`src/rtl/mem_access_unit.sv`:
```
// Memory-stage data-memory controller: drives a ready-handshaked data port,
// forms byte enables and lane-aligned store data, formats load results
// (byte/half extension, LWL/LWR merge, SC status) and raises address errors.
module mem_access_unit #(
    parameter bit          LLSC_ENABLE    = 1'b1,
    parameter int unsigned USER_LIMIT_BIT = 31
) (
    input  logic        clock,
    input  logic        reset,
    input  logic        M_MemRead,
    input  logic        M_MemWrite,
    input  logic        M_MemByte,
    input  logic        M_MemHalf,
    input  logic        M_MemSignExtend,
    input  logic        M_Left,
    input  logic        M_Right,
    input  logic        M_LLSC,
    input  logic        M_ReverseEndian,
    input  logic        M_KernelMode,
    input  logic [31:0] M_Address,
    input  logic [31:0] M_WriteData,
    input  logic        M_Flush,
    input  logic        WB_Stall,
    input  logic        Eret,
    input  logic [31:0] DataMem_In,
    input  logic        DataMem_Ready,
    output logic        DataMem_Read,
    output logic [3:0]  DataMem_Write,
    output logic [29:0] DataMem_Address,
    output logic [31:0] DataMem_Out,
    output logic [31:0] M_ReadData,
    output logic        M_Stall,
    output logic        M_AdEL,
    output logic        M_AdES
);

    typedef enum logic [1:0] {
        IDLE = 2'd0,
        BUSY = 2'd1,
        HOLD = 2'd2
    } state_t;

    state_t      r_state;
    state_t      w_state_nxt;
    logic        r_llbit;
    logic [29:0] r_lladdr;
    logic [31:0] r_data;

    logic [1:0]  w_off;
    logic        w_word;
    logic        w_misalign;
    logic        w_priv_err;
    logic        w_ad_err;
    logic        w_sc;
    logic        w_sc_ok;
    logic        w_access;
    logic        w_req;
    logic        w_done;
    logic [7:0]  w_byte;
    logic [15:0] w_half;
    logic [31:0] w_load;
    logic [31:0] w_result;
    logic [3:0]  w_be;
    logic [31:0] w_wdata;

    // Lane offset, address checks and request qualification
    assign w_off      = M_Address[1:0] ^ {2{M_ReverseEndian}};
    assign w_word     = !M_MemByte && !M_MemHalf;
    assign w_misalign = (w_word && !M_Left && !M_Right && (M_Address[1:0] != 2'b00))
                      || (M_MemHalf && M_Address[0]);
    assign w_priv_err = !M_KernelMode && M_Address[USER_LIMIT_BIT];
    assign w_ad_err   = w_misalign || w_priv_err;
    assign w_sc       = M_MemWrite && M_LLSC;
    assign w_sc_ok    = LLSC_ENABLE && r_llbit && (r_lladdr == M_Address[31:2]);
    assign w_access   = (M_MemRead || (M_MemWrite && (!w_sc || w_sc_ok)))
                      && !w_ad_err && !M_Flush;
    // HOLD suppresses requests so a frozen EX/MEM cannot re-issue the access
    assign w_req      = !reset && (r_state != HOLD) && w_access;
    assign w_done     = w_req && DataMem_Ready;

    assign M_AdEL          = !reset && !M_Flush && M_MemRead  && w_ad_err;
    assign M_AdES          = !reset && !M_Flush && M_MemWrite && w_ad_err;
    assign M_Stall         = w_req && !DataMem_Ready;
    assign DataMem_Read    = w_req && M_MemRead;
    assign DataMem_Write   = (w_req && M_MemWrite) ? w_be : 4'b0000;
    assign DataMem_Address = reset ? 30'd0 : M_Address[31:2];
    assign DataMem_Out     = reset ? 32'd0 : w_wdata;
    assign M_ReadData      = reset ? 32'd0 : ((r_state == HOLD) ? r_data : w_result);

    // Load data alignment, extension and LWL/LWR merge
    always_comb begin
        w_byte = DataMem_In[31:24];
        w_load = DataMem_In;
        case (w_off)
            2'd0: w_byte = DataMem_In[31:24];
            2'd1: w_byte = DataMem_In[23:16];
            2'd2: w_byte = DataMem_In[15:8];
            default: w_byte = DataMem_In[7:0];
        endcase
        w_half = w_off[1] ? DataMem_In[15:0] : DataMem_In[31:16];
        if (M_Left) begin
            case (w_off)
                2'd0: w_load = DataMem_In;
                2'd1: w_load = {DataMem_In[23:0], M_WriteData[7:0]};
                2'd2: w_load = {DataMem_In[15:0], M_WriteData[15:0]};
                default: w_load = {DataMem_In[7:0], M_WriteData[23:0]};
            endcase
        end else if (M_Right) begin
            case (w_off)
                2'd3: w_load = DataMem_In;
                2'd2: w_load = {M_WriteData[31:24], DataMem_In[31:8]};
                2'd1: w_load = {M_WriteData[31:16], DataMem_In[31:16]};
                default: w_load = {M_WriteData[31:8], DataMem_In[31:24]};
            endcase
        end else if (M_MemByte) begin
            w_load = {{24{M_MemSignExtend && w_byte[7]}}, w_byte};
        end else if (M_MemHalf) begin
            w_load = {{16{M_MemSignExtend && w_half[15]}}, w_half};
        end
        w_result = 32'd0;
        if (M_MemRead)
            w_result = w_load;
        else if (w_sc && w_done)
            w_result = 32'd1;
    end

    // Store byte enables and lane-aligned write data
    always_comb begin
        w_be    = 4'b1111;
        w_wdata = M_WriteData;
        if (M_Left) begin
            w_be    = 4'b1111 >> w_off;
            w_wdata = M_WriteData >> {w_off, 3'b000};
        end else if (M_Right) begin
            w_be    = 4'b1111 << (~w_off);
            w_wdata = M_WriteData << {~w_off, 3'b000};
        end else if (M_MemByte) begin
            w_be    = 4'b1000 >> w_off;
            w_wdata = {4{M_WriteData[7:0]}};
        end else if (M_MemHalf) begin
            w_be    = w_off[1] ? 4'b0011 : 4'b1100;
            w_wdata = {2{M_WriteData[15:0]}};
        end
    end

    // Next-state logic for the access handshake
    always_comb begin
        w_state_nxt = IDLE;
        case (r_state)
            IDLE, BUSY: begin
                if (w_req) begin
                    if (DataMem_Ready)
                        w_state_nxt = WB_Stall ? HOLD : IDLE;
                    else
                        w_state_nxt = BUSY;
                end
            end
            HOLD: w_state_nxt = WB_Stall ? HOLD : IDLE;
            default: w_state_nxt = IDLE;
        endcase
    end

    // State register
    always_ff @(posedge clock) begin
        if (reset)
            r_state <= IDLE;
        else
            r_state <= w_state_nxt;
    end

    // Held result and LL reservation; LL set takes priority over Eret
    always_ff @(posedge clock) begin
        if (reset) begin
            r_llbit  <= 1'b0;
            r_lladdr <= 30'd0;
            r_data   <= 32'd0;
        end else begin
            if (w_done && WB_Stall)
                r_data <= w_result;
            if (w_done && M_MemRead && M_LLSC && LLSC_ENABLE) begin
                r_llbit  <= 1'b1;
                r_lladdr <= M_Address[31:2];
            end else if (Eret || (w_done && w_sc)) begin
                r_llbit  <= 1'b0;
            end
        end
    end

endmodule

```
`config.mk`:
```
export PLATFORM = sky130hd
export DESIGN_NAME = mem_access_unit
export DESIGN_NICKNAME = d
export VERILOG_FILES = /design/src/rtl/mem_access_unit.sv
export SDC_FILE = /design/constraint.sdc
export NUM_CORES = 1
export LEC_CHECK = 0
export BUFFER_PORTS_ARGS = -buffer_cell sky130_fd_sc_hd__buf_2
export CORE_MARGIN = 5
export CORE_UTILIZATION = 36
export CTS_CLUSTER_DIAMETER = 150
export DETAILED_ROUTE_END_ITERATION = 6
export GPL_TIMING_DRIVEN = 0
export PLACE_DENSITY = 0.65
export SLEW_MARGIN = 20
export SYNTH_ARGS = -nofsm -noshare
export SYNTH_HDL_FRONTEND = slang
export SYNTH_SLANG_ARGS = --single-unit
```
`constraint.sdc`:
```
create_clock -name clock -period 3.2 [get_ports clock]
set_input_delay 0.16 -clock clock [delete_from_list [all_inputs] [get_ports clock]]
set_output_delay 0.16 -clock clock [all_outputs]
set_load 0.02 [all_outputs]
```
[Yosys cells after proc, flatten, opt, wreduce, memory -nomap -nowiden]
Index checks and enable logic that the tools add are counted.
Word-level totals
  register bits after elaboration: 65
  input port bits: 112
  output and inout port bits: 102
  logic and storage cells: 96
Cells by class
  equality and inequality tests: 7
  shift operators: 5
  muxes and demuxes: 30
  bitwise gates (word level): 2
  reduce and logical (&&, ||, !) cells: 48
Operator list (number)
  32-bit 2-to-1 mux: 12
  32-bit case mux with 3 select lines: 2
  32-bit by 5-bit left shift with 32-bit output: 1
  32-bit by 5-bit >> shifter with 32-bit output: 1
  30-bit == test: 1
  30-bit 2-to-1 mux: 1
  1-bit logical AND: 28
  4-bit 2-to-1 mux: 6
  8-bit case mux with 3 select lines: 1
  16-bit 2-to-1 mux: 1
  1-bit zero test: 10
  4-bit by 2-bit >> shifter with 4-bit output, first input constant: 2
  2-bit == test, second input constant: 3
  2-bit 2-to-1 mux: 3
  1-bit logical OR: 5
  2-bit by 1-bit == test with 1-bit output, second input constant: 2
  2-bit zero test: 2
  2-bit case mux with 2 select lines: 1
  2-bit nonzero test: 2
  4-bit by 2-bit left shift with 4-bit output, first input constant: 1
  1-bit 2-to-1 mux: 3
  2-bit inequality test, second input constant: 1
  2-bit inverter: 1
  2-bit OR reduction: 1
  2-bit bitwise XOR: 1

[Logic depth before layout (Yosys ltp)]
Gate-level depths: netlist of the first run.
  word-level depth: 17
  depth in mapped cells: 10
  depth with buffers taken out: 7

[Worst setup path after synthesis of the first run]
No wires, ideal clock.
  path type: register -> output
  start point: register r_lladdr[6]
  end point: output port DataMem_Write[2]
  arrival: 2271 ps
  required time: 3040 ps
  setup slack: 769 ps
  stages on the path, launching flop included: 7
  buffers on the path: 0
  cell sequence: dfxtp_1 xnor2_1 nand4_1 or4_4 nor4_4 o31ai_1 a221oi_1
Between the ends
  longest elaborated chain between the ends: 10
RTL lines
  start: declaration: RTL line 46  | logic [29:0] r_lladdr;
  start signal: assignment: RTL line 182  | r_lladdr <= M_Address[31:2];
  30-bit == test: RTL line 74  | assign w_sc_ok = LLSC_ENABLE && r_llbit && (r_lladdr == M_Address[31:2]);
  1-bit logical AND: RTL line 74
  1-bit logical OR: RTL line 75  | assign w_access = (M_MemRead || (M_MemWrite && (!w_sc || w_sc_ok)))
  1-bit logical AND: RTL line 75
  1-bit logical OR: RTL line 75
  1-bit logical AND (2 in series): RTL line 76  | && !w_ad_err && !M_Flush;
  1-bit logical AND: RTL line 78  | assign w_req = !reset && (r_state != HOLD) && w_access;
  1-bit logical AND: RTL line 85  | assign DataMem_Write = (w_req && M_MemWrite) ? w_be : 4'b0000;
  4-bit 2-to-1 mux: RTL line 85
  end: declaration: RTL line 28  | output logic [3:0] DataMem_Write,
Every way passes these cells.

[Final worst setup path of the first run]
  start point: input port M_Address[0]
  end point: output port DataMem_Out[7]
Between the ends
  longest elaborated chain between the ends: 6
  elaborated cells on any way between the ends: 7
  those cells by class: 2 x shift; 3 x mux; 2 x bitwise
RTL lines
  start: declaration: RTL line 20  | input logic [31:0] M_Address,
  2-bit bitwise XOR (*): RTL line 67  | assign w_off = M_Address[1:0] ^ {2{M_ReverseEndian}};
  2-bit inverter: RTL line 136  | w_wdata = M_WriteData << {~w_off, 3'b000};
  32-bit by 5-bit left shift with 32-bit output: RTL line 136
  32-bit 2-to-1 mux: RTL line 134  | end else if (M_Right) begin
  32-bit 2-to-1 mux (*): RTL line 131  | if (M_Left) begin
  32-bit 2-to-1 mux (*): RTL line 87  | assign DataMem_Out = reset ? 32'd0 : w_wdata;
  end: declaration: RTL line 30  | output logic [31:0] DataMem_Out,
Mark *: on every way between the ends. The rest lies on a longest branch, timed or not.

==> qor.yml, run 1 <==
num_vias: 10400
area_growth_pct: 19.0
worstSetupEndpoint: "DataMem_Out[7]"
drt-vias-per-instance: 6.26
ctsLongestPathBuffers: 2
yosysSeqAreaShare_pct: 15.1
period_share_pct: 96.8
syn_area_um2: 8640
skew_ns: 0.0102
max_freq_ghz: 0.323
firstDrtPassIters: 6
ant_nets: 0
routedWlPerCell_um: 24.6
synth-edff-count: 0
r2r.worst_path.cells: 8
syn_area_per_cell_um2: 7.51
drc_errors: 0
cap_violations: 0
ys_ff_latch: 65
fin_tns_setup_ns: 0
critPathLaunchType: "input pin"
cts_hold_buf: 0
critPathCaptureType: "output port"
status: "complete, no violations"
globalplace.congestion: 1.06
hpwl_mm: 32.4
max_stage_delay_ns: 0.65
final_area_um2: 10300
layout-drive-gt1-share_pct: 20.5
crit_required_ns: 3.04
worstSkewPairLatency_ns: 0.34
io_buffers: 180
final.min_clock_period_ns: 3.10
clock_sinks: 65
htree_levels: 3
final_hold_viol_count: 0
grtUsageTotal_pct: 28.8
fillers: 2477
rows: 56
gr-total-overflow: 0
worst-path-stages: 10
crit_top_cell: "buf_2"
slew_viol_final: 0
cts-root-buf: "clkbuf_16"
synth_ff_type: "dfxtp_1"
cp-startpoint: "M_Address[0]"
grt_pass1_vias: 9633
ir_worst_vdd_uv: 220
cts_made_buffers: 9
routed_wl_mm: 41.0
grt_first_pass_wirelength_mm: 59.6
setup_viol: 0
crit_arrival_ns: 2.94
min_path_type: "in -> reg"
async_flop_share_pct: 0
crit_path_top_delay_cell: "a21oi_1"
rr_endpoint: "r_data[10]"
synth_cells: 1150
final_common_cell: "buf_2"
cts_tree: "built"
grt_max_degree: 15
rsz0062_at_grt: "yes"
worstPathMaxFanout: 10
layout_common_cells: "buf_2, mux2i_1, nor2_1"
start_util_pct: 36.7
worst_pin_slew_ns: 0.981
die_w_um: 165
clk_pin_slew_ns: 0.06
drtIter0Drc: 1245
core_area_um2: 23500
critPathBufInv: 5
syn-num-nets: 1262
cp_cell_sequence: "buf_2 -> buf_2 -> buf_4 -> nand3b_1 -> and2_1 -> clkbuf_1 -> a21oi_1 -> a22oi_1 -> nor2_1 -> buf_2"
antenna_found_initial: 0
synth_warnings: 0
p_leak_uw: 0.00467
die_area_um2: 27200
crit_type: "in -> out"
power_uw: 3340
final_nets: 1455
relSlewSlack_pct: 34.0
reg2reg_slack_ns: 0.59
place_area_um2: 9940
die_h_um: 165
power_density_nw_per_um2: 325
cp_top_family: "buffers and inverters"
synth_cell_type_count: 68
timing.rr.start: "r_lladdr[4]"
ioPinCount: 214
-- layer usage --
metal  vias up  GRT usage, %  routed length, µm
met4         0          11.7               1680
met2       688          43.7              17800
met3       121          5.64               4170
met5         -             0                  0
met1      4989          39.8              17400
li1       4649             -                  -
-- per-stage QoR --
stage          std cells  hold WS [ns]  utilization [%]  setup slack, ns
5_1_grt             1667         0.103             43.7         -0.00567
3_3_place_gp        1649         0.424             42.2           0.0849
4_1_cts             1665        0.0710             43.5           0.0128
2_1_floorplan       1150         0.250                -            0.769
3_5_place_dp        1649         0.425             42.2           0.0630
6_report            1668        0.0804             43.7            0.104
-- layout make-up --
cell class	instances	area (µm²)	area share, %
multi-input cells	938	6740	65.6
flip-flops and latches	65	1300	12.7
repair buffers	182	916	8.91
plain buffers	134	563	5.48
well taps	319	399	3.88
clock buffers	9	225	2.19
clock inverters	7	82.6	0.803
inverters	13	48.8	0.475
diodes	1	2.50	0.0243
-- worst min-delay path, cell delays in order --
cell	delay [ns]
buf_2	0.11
nand3_1	0.06
a31oi_1	0.03
-- cell usage after synthesis (all sizes together) (5+ instances only) --
library cell  count  area, µm²
o21ai            55        279
nand4            11       68.8
mux2             25        304
nand3            24        120
a2111oi           6       52.6
nand2            92        345
o31ai            10       75.1
a21oi            63        315
inv              11       41.3
a211oi            7       52.6
dfxtp            65       1300
a21boi            8       60.1
a311oi           13        114
o22ai            47        294
nand2b           12       75.1
nor3              8       45.0
nor2b            55        344
a2bb2oi          14        123
a31oi             8       50.1
xnor2            29        262
buf              46        226
xor2              6       60.1
a221oi           10       87.6
mux4             18        405
clkbuf           88        333
nand3b            5       37.5
a22oi            20        150
and3              9       56.3
o221ai           17        149
nor2            125        469
mux2i           188       1890
o22a              9       78.8
a32oi             9       78.8
-- flip-flops by register name, summed over array words and instances, names as in the netlist --
name      flops
r_data       32
r_lladdr     30
r_llbit       1
r_state       2
-- how the worst min path moves through the flow --
stage,startpoint,to,slack (ns),depth (start not counted)
2_1_floorplan,DataMem_Ready,r_state[0],0.25,1
6_report,WB_Stall,r_state[1],0.08,3
3_5_place_dp,WB_Stall,r_state[1],0.42,3
3_3_place_gp,WB_Stall,r_state[1],0.42,3
4_1_cts,WB_Stall,r_state[1],0.07,3
5_1_grt,DataMem_Ready,r_state[0],0.10,2
-- power breakdown --
part	internal [µW]	switching [µW]	total (µW)	leakage, µW
combinational	514	965	1480	0.00400
sequential	816	4.10	820	0.000524
clock	617	423	1040	0.000145
-- repair_timing --
action                     4_1_cts  5_1_grt
buffers inserted                 0        2
resized for setup                0        9
setup endpoints to repair        0       12
-- kinds of logic (layout without fill, tap and decap cells) --
group,count (synthesis),in the layout,share of synthesized area [%]
AND/OR/NAND/NOR,357,357,19.5
AO/OA/AOI/OAI,315,315,24.6
multiplexers,231,231,30.0
buffers and inverters,147,345,7.04
flip-flops,65,65,15.1
XOR/XNOR,35,35,3.72
other,0,1,0
(Power assumes the default switching activity.)
==> inputs of run 2 (changes only) <==
--- a/config.mk
+++ b/config.mk
@@ -5,13 +5,14 @@
 export SDC_FILE = /design/constraint.sdc
 export NUM_CORES = 1
 export LEC_CHECK = 0
+export ABC_AREA = 1
 export BUFFER_PORTS_ARGS = -buffer_cell sky130_fd_sc_hd__buf_2
 export CORE_MARGIN = 5
 export CORE_UTILIZATION = 36
 export CTS_CLUSTER_DIAMETER = 150
 export DETAILED_ROUTE_END_ITERATION = 6
 export GPL_TIMING_DRIVEN = 0
-export PLACE_DENSITY = 0.65
+export PLACE_DENSITY = 0.66
 export SLEW_MARGIN = 20
 export SYNTH_ARGS = -nofsm -noshare
 export SYNTH_HDL_FRONTEND = slang
==> qor.yml, run 2 <==
status: "complete, no violations"  # unchanged
final_common_cell: "nand2_1"  # was buf_2
synth-edff-count: 0  # unchanged
power_uw: 3130  # was 3340 µW
crit_arrival_ns: 2.58  # was 2.94 ns
area_growth_pct: 22.0  # was 19.0%
globalplace.congestion: 1.05  # was 1.06
largest_register_ffs: 32  # unchanged
place_area_um2: 8930  # was 9940 µm²
drc_errors: 0  # unchanged
layout-drive-gt1-share_pct: 18.0  # was 20.5%
rsz0062_at_grt: "no"  # was yes
antenna_found_initial: 1  # was 0
relSlewSlack_pct: 44.5  # was 34.0%
rows: 53  # was 56
setup_viol: 0  # unchanged
die_area_um2: 24000  # was 27200 µm²
synth_cells: 1406  # was 1150
cts_hold_buf: 0  # unchanged
clock_sinks: 65  # unchanged
critPathCaptureType: "output port"  # unchanged
largestRegisters: "r_data: 32 flops, r_lladdr: 30 flops, r_state: 2 flops"  # unchanged
whs_ns: 0.0960  # was 0.0804 ns
slew_viol_final: 0  # unchanged
ir_worst_vdd_uv: 266  # was 220 µV
start_util_pct: 36.2  # was 36.7%
grt_pass1_vias: 10200  # was 9633
synth_ff_type: "dfxtp_1"  # unchanged
final_area_um2: 9210  # was 10300 µm²
core_area_um2: 20800  # was 23500 µm²
drtIter0Drc: 1146  # was 1245
io_buffers: 207  # was 180
num_vias: 10800  # was 10400
fillers: 2368  # was 2477
htree_levels: 3  # unchanged
synth_common_cells: "nand2_1, nor2_1, inv_1"  # was mux2i_1, nor2_1, nand2_1
p_leak_uw: 0.00455  # was 0.00467 µW
cts_made_buffers: 9  # unchanged
syn_area_um2: 7550  # was 8640 µm²
clk_pin_slew_ns: 0.05  # was 0.06 ns
routed_wl_mm: 40.4  # was 41.0 mm
hpwl_mm: 32.0  # was 32.4 mm
die_w_um: 155  # was 165 µm
ioPinCount: 214  # unchanged
max_freq_ghz: 0.365  # was 0.323 GHz
synth_area_leader_cell: "nand2_1"  # was mux2i_1
cap_violations: 0  # unchanged
layout_common_cells: "nand2_1, buf_2, nor2_1"  # was buf_2, mux2i_1, nor2_1
final.min_clock_period_ns: 2.74  # was 3.10 ns
final_hold_viol_count: 0  # unchanged
worst_pin_slew_ns: 0.833  # was 0.981 ns
syn-num-nets: 1518  # was 1262
skew_ns: 0.00756  # was 0.0102 ns
drt-vias-per-instance: 5.69  # was 6.26
synth_cell_type_count: 41  # was 68
worstPathMaxFanout: 10  # unchanged
synth_top_area_share_pct: 17.8  # was 21.7%
fin_tns_setup_ns: 0  # unchanged
cts_tree: "built"  # unchanged
async_flop_share_pct: 0  # unchanged
grt_first_pass_wirelength_mm: 60.0  # was 59.6 mm
ys_ff_latch: 65  # unchanged
yosys.cell_count.top_type: "nand2_1"  # was mux2i_1
critPathLaunchType: "input pin"  # unchanged
yosysSeqAreaShare_pct: 17.2  # was 15.1%
die_h_um: 155  # was 165 µm
postCtsSetupBuffers: 0  # unchanged
power_density_nw_per_um2: 340  # was 325 nW/µm²
worstSkewPairLatency_ns: 0.34  # about the same
cts_resized: 0  # unchanged
grtUsageTotal_pct: 32.3  # was 28.8%
min_path_type: "in -> reg"  # unchanged
synth.area.top_cells: "nand2_1, dfxtp_1, nor2_1"  # was mux2i_1, dfxtp_1, nor2_1
firstDrtPassIters: 5  # was 6
ant_nets: 0  # unchanged
syn_area_per_cell_um2: 5.37  # was 7.51 µm²
cts-root-buf: "clkbuf_16"  # unchanged
routedWlPerCell_um: 21.2  # was 24.6 µm
regMostFlops: "r_data"  # unchanged
ctsLongestPathBuffers: 2  # unchanged
crit_required_ns: 3.04  # about the same
period_share_pct: 85.7  # was 96.8%
crit_type: "in -> out"  # unchanged
grt_max_degree: 11  # was 15
gr-total-overflow: 0  # unchanged
synth_warnings: 0  # unchanged
final_nets: 1736  # was 1455
==> run 2: cell types whose count changed after synthesis, sizes merged, moves of 55 or more <==
| cell | change |
|---|---|
| nand2 | +278 |
| mux2i | -188 |
| inv | +143 |
| o21ai | +106 |
| a21oi | +79 |
| nor2 | +76 |
| nor2b | -55 |
==> run 2: cell type report <==
type                       count  area (µm²)  share of cell area (%)
inverter                     156         588                    6.39
buffer                       102         460                    5.00
antenna                        1        2.50                  0.0272
multi-input combinational   1083        5200                    56.4
clock inverter                 4        45.0                   0.489
clock buffer                  11         233                    2.53
sequential                    65        1300                    14.1
tap                          275         344                    3.74
timing repair buffer         207        1040                    11.3
==> run 2: cell families (layout without fill, tap and decap cells) <==
kind of cell / Yosys count / in the layout / share of synthesized area, %
AOI/OAI and AO/OA: 425 / 425 / 32.8
xor gates and xnor gates: 8 / 8 / 0.928
buffers and inverters: 258 / 480 / 13.9
DFF: 65 / 65 / 17.2
other: 0 / 1 / 0
and+or+nand+nor: 650 / 650 / 35.1
==> run 2: worst max-delay path, cell delays in order <==
cell	delay, ns
clkbuf_1	0.39
clkinv_1	0.44
clkbuf_1	0.36
buf_1	0.41
nand2_1	0.30
nand2_1	0.08
a21oi_1	0.21
buf_2	0.22
==> run 2: metal layers <==
layer | wire length [µm] | GRT usage [%] | vias to the layer above | share of wire [%]
met5 | 0 | 0 | - | 0
met4 | 2370 | 16.7 | 0 | 5.9
met3 | 4590 | 8.31 | 133 | 11
met2 | 17200 | 48.9 | 668 | 43
met1 | 16300 | 42.4 | 4928 | 40
li1 | - | - | 5109 | -
==> run 2: final timing paths <==
check / from / endpoint / slack [ns] / cells after the start
max reg2reg: r_state[1] / r_data[10] / 1.13 / 11
min reg2reg: r_state[1] / r_state[0] / 0.41 / 1
max: M_Left / M_ReadData[16] / 0.46 / 8
min: WB_Stall / r_state[1] / 0.1 / 3
==> run 2: stage by stage <==
step / std cells / worst slack, ns / utilization (%)
3_3_place_gp: 1888 / 0.609 / 42.9
4_1_cts: 1903 / 0.602 / 44.2
5_1_grt: 1904 / 0.421 / 44.2
3_5_place_dp: 1888 / 0.613 / 42.9
2_1_floorplan: 1406 / 1.35 / -
6_report: 1904 / 0.457 / 44.2
==> run 2: report_power, final <==
| part | internal [µW] | switching, µW | leakage [µW] |
|---|---|---|---|
| registers | 823 | 6.72 | 0.000525 |
| clock network | 594 | 355 | 0.000139 |
| logic | 389 | 966 | 0.00388 |
==> inputs of run 3 (changes only) <==
--- a/config.mk
+++ b/config.mk
@@ -6,13 +6,14 @@
 export NUM_CORES = 1
 export LEC_CHECK = 0
 export ABC_AREA = 1
-export BUFFER_PORTS_ARGS = -buffer_cell sky130_fd_sc_hd__buf_2
+export CAP_MARGIN = 40
 export CORE_MARGIN = 5
 export CORE_UTILIZATION = 36
 export CTS_CLUSTER_DIAMETER = 150
 export DETAILED_ROUTE_END_ITERATION = 6
+export DONT_BUFFER_PORTS = 1
 export GPL_TIMING_DRIVEN = 0
-export PLACE_DENSITY = 0.66
+export PLACE_DENSITY = 0.57
 export SLEW_MARGIN = 20
 export SYNTH_ARGS = -nofsm -noshare
 export SYNTH_HDL_FRONTEND = slang
==> constraint.sdc (replaced) <==
create_clock -name clock -period 3.2 [get_ports clock]
set_input_delay 0.16 -clock clock [delete_from_list [all_inputs] [get_ports clock]]
set_output_delay 0.16 -clock clock [all_outputs]
set_load 0.05 [all_outputs]
==> qor.yml, run 3 (synthesized netlist as in run 2, its figures left out) <==
status: "complete, no violations"  # unchanged
whs_endpoint: "r_lladdr[16]"  # was r_state[1]
skew_ns: 0.00967  # was 0.00756 ns
final_hold_viol_count: 0  # unchanged
reg2reg_slack_ns: 1.04  # was 1.13 ns
routedWlPerCell_um: 22.4  # was 21.2 µm
setup_viol: 0  # unchanged
layout_common_cells: "nand2_1, nor2_1, inv_1"  # was nand2_1, buf_2, nor2_1
area_growth_pct: 19.5  # was 22.0%
hold_depth: 2  # was 3
min_from: "M_Address[18]"  # was WB_Stall
worstPathMaxFanout: 10  # unchanged
crit_path_top_delay_cell: "clkbuf_1"  # was clkinv_1
grt_pass1_vias: 9912  # was 10200
antenna_found_initial: 0  # was 1
p_switching_uw: 1460  # was 1330 µW
largestRegisters: "r_data: 32 flops, r_lladdr: 30 flops, r_state: 2 flops"  # unchanged
relSlewSlack_pct: 38.9  # was 44.5%
layout-drive-gt1-share_pct: 12.1  # was 18.0%
cp_cell_sequence: "clkbuf_1 -> clkinv_1 -> clkbuf_1 -> clkbuf_1 -> a221oi_1 -> nor3_2"  # was clkbuf_1 -> clkinv_1 -> clkbuf_1 -> buf_1 -> nand2_1 -> nand2_1 -> a21oi_1 -> buf_2
place_ws_ns: 0.327  # was 0.613 ns
p_seq_share_pct: 25.3  # was 26.5%
ir_worst_vdd_uv: 259  # was 266 µV
ctsLongestPathBuffers: 2  # unchanged
cts-root-buf: "clkbuf_16"  # unchanged
fin_tns_setup_ns: 0  # unchanged
globalplace.congestion: 1.03  # was 1.05
worstSkewPairLatency_ns: 0.33  # was 0.34 ns
power_density_nw_per_um2: 363  # was 340 nW/µm²
rows: 53  # unchanged
multi_input_area_um2: 5270  # was 5200 µm²
ant_nets: 0  # unchanged
r2r.worst_path.cells: 11  # unchanged
largest_register_ffs: 32  # unchanged
internal-power_uw: 1820  # was 1810 µW
max_stage_delay_ns: 0.69  # was 0.44 ns
core_area_um2: 20800  # unchanged
min_path_type: "in -> reg"  # unchanged
worst_pin_slew_ns: 0.915  # was 0.833 ns
clk_pin_slew_ns: 0.06  # was 0.05 ns
critPathCaptureType: "output port"  # unchanged
crit_arrival_ns: 2.85  # was 2.58 ns
slew_viol_final: 0  # unchanged
final_nets: 1625  # was 1736
swShare_pct: 44.5  # was 42.4%
crit_required_ns: 3.04  # about the same
cts_made_buffers: 9  # unchanged
drc_errors: 0  # unchanged
final.min_clock_period_ns: 3.01  # was 2.74 ns
crit_type: "in -> out"  # unchanged
grt_first_pass_wirelength_mm: 59.7  # was 60.0 mm
die_h_um: 155  # unchanged
clock_sinks: 65  # unchanged
clockPowerShare_pct: 30.2  # was 30.3%
ioPinCount: 214  # unchanged
critPathLaunchType: "input pin"  # unchanged
p_comb_share_pct: 44.5  # was 43.2%
drt-vias-per-instance: 5.84  # was 5.69
num_vias: 10500  # was 10800
rsz0062_at_grt: "no"  # unchanged
die_w_um: 155  # unchanged
whs_ns: 0.00870  # was 0.0960 ns
final_common_cell: "nand2_1"  # unchanged
routed_wl_mm: 40.1  # was 40.4 mm
max_freq_ghz: 0.332  # was 0.365 GHz
final.setup.worst_slack_ns: 0.187  # was 0.457 ns
firstDrtPassIters: 5  # unchanged
drtIter0Drc: 1364  # was 1146
grtUsageTotal_pct: 32.3  # about the same
timing.rr.start: "r_state[1]"  # unchanged
crit_top_cell: "clkbuf_1"
rr_endpoint: "r_data[10]"  # unchanged
postCtsSetupBuffers: 0  # unchanged
cts_tree: "built"  # unchanged
gr-total-overflow: 0  # unchanged
critPathBufInv: 4  # was 5
p_leak_uw: 0.00413  # was 0.00455 µW
io_buffers: 0  # was 207
start_util_pct: 36.2  # unchanged
cap_violations: 0  # unchanged
htree_levels: 3  # unchanged
grt_max_degree: 13  # was 11
regMostFlops: "r_data"  # unchanged
hpwl_mm: 31.7  # was 32.0 mm
antenna_cells: 0  # was 1
die_area_um2: 24000  # unchanged
fillers: 2331  # was 2368
regArea_um2: 1300  # unchanged
cp_top_family: "buffers and inverters"  # unchanged
period_share_pct: 94.1  # was 85.7%
run 3: changes by cell type in the layout (fill, tap and decap cells not counted), sizes merged:
| cell | change |
|---|---|
| buf | -126 |
| clkbuf | -2 |
| clkinv | +1 |
| clkinvlp | +1 |
| diode | -1 |
| dlygate4sd3 | +15 |
| inv | +1 |
run 3: cell type report:
| class | instances | area share, % |
|---|---|---|
| clock buffer | 9 | 2.50 |
| sequential | 65 | 14.4 |
| timing repair buffer | 96 | 8.45 |
| multi-input combinational | 1083 | 58.4 |
| buffer | 102 | 5.11 |
| clock inverter | 7 | 0.777 |
| tap | 275 | 3.82 |
| inverter | 156 | 6.52 |
run 3: power by group through the flow:
stage	combinational [µW]	sequential, µW	clock, µW
after floorplan	984	845	0
after global placement	1300	846	0
after detailed placement	1400	847	0
after CTS	1420	829	1010
after global routing	1550	831	1050
final	1460	830	988
run 3: worst max-delay path by stage:
stage | start | to | depth (start not counted)
floorplan | M_Left | DataMem_Out[31] | 5
global placement | M_Left | DataMem_Out[31] | 5
detailed placement | M_Left | DataMem_Out[15] | 6
CTS | M_Left | DataMem_Out[15] | 6
global route | M_Left | DataMem_Out[15] | 6
finish | M_Left | DataMem_Out[15] | 6
run 3: per-layer routing:
| metal | track usage [%] | wire, µm | up-vias |
|---|---|---|---|
| li1 | - | - | 4880 |
| met2 | 50.5 | 17500 | 647 |
| met5 | 0 | 0 | - |
| met3 | 9.46 | 4780 | 104 |
| met4 | 13.7 | 1720 | 0 |
| met1 | 41.4 | 16100 | 4837 |
run 3: timing repair:
item | 4_1_cts | 5_1_grt
setup endpoints to repair | 0 | 0
gates resized for setup | 0 | 0
hold buffers | 15 | 0
endpoints found under the hold margin | 15 | 0
run 3: stage by stage:
step / utilization, % / cell area, µm² / power [µW] / std cells
after floorplan: - / 7550 / 1830 / 1406
after global placement: 37.9 / 7890 / 2150 / 1681
after detailed placement: 41.1 / 8560 / 2250 / 1760
after CTS: 43.2 / 9000 / 3260 / 1791
after global routing: 43.3 / 9020 / 3430 / 1793
final: 43.3 / 9020 / 3280 / 1793
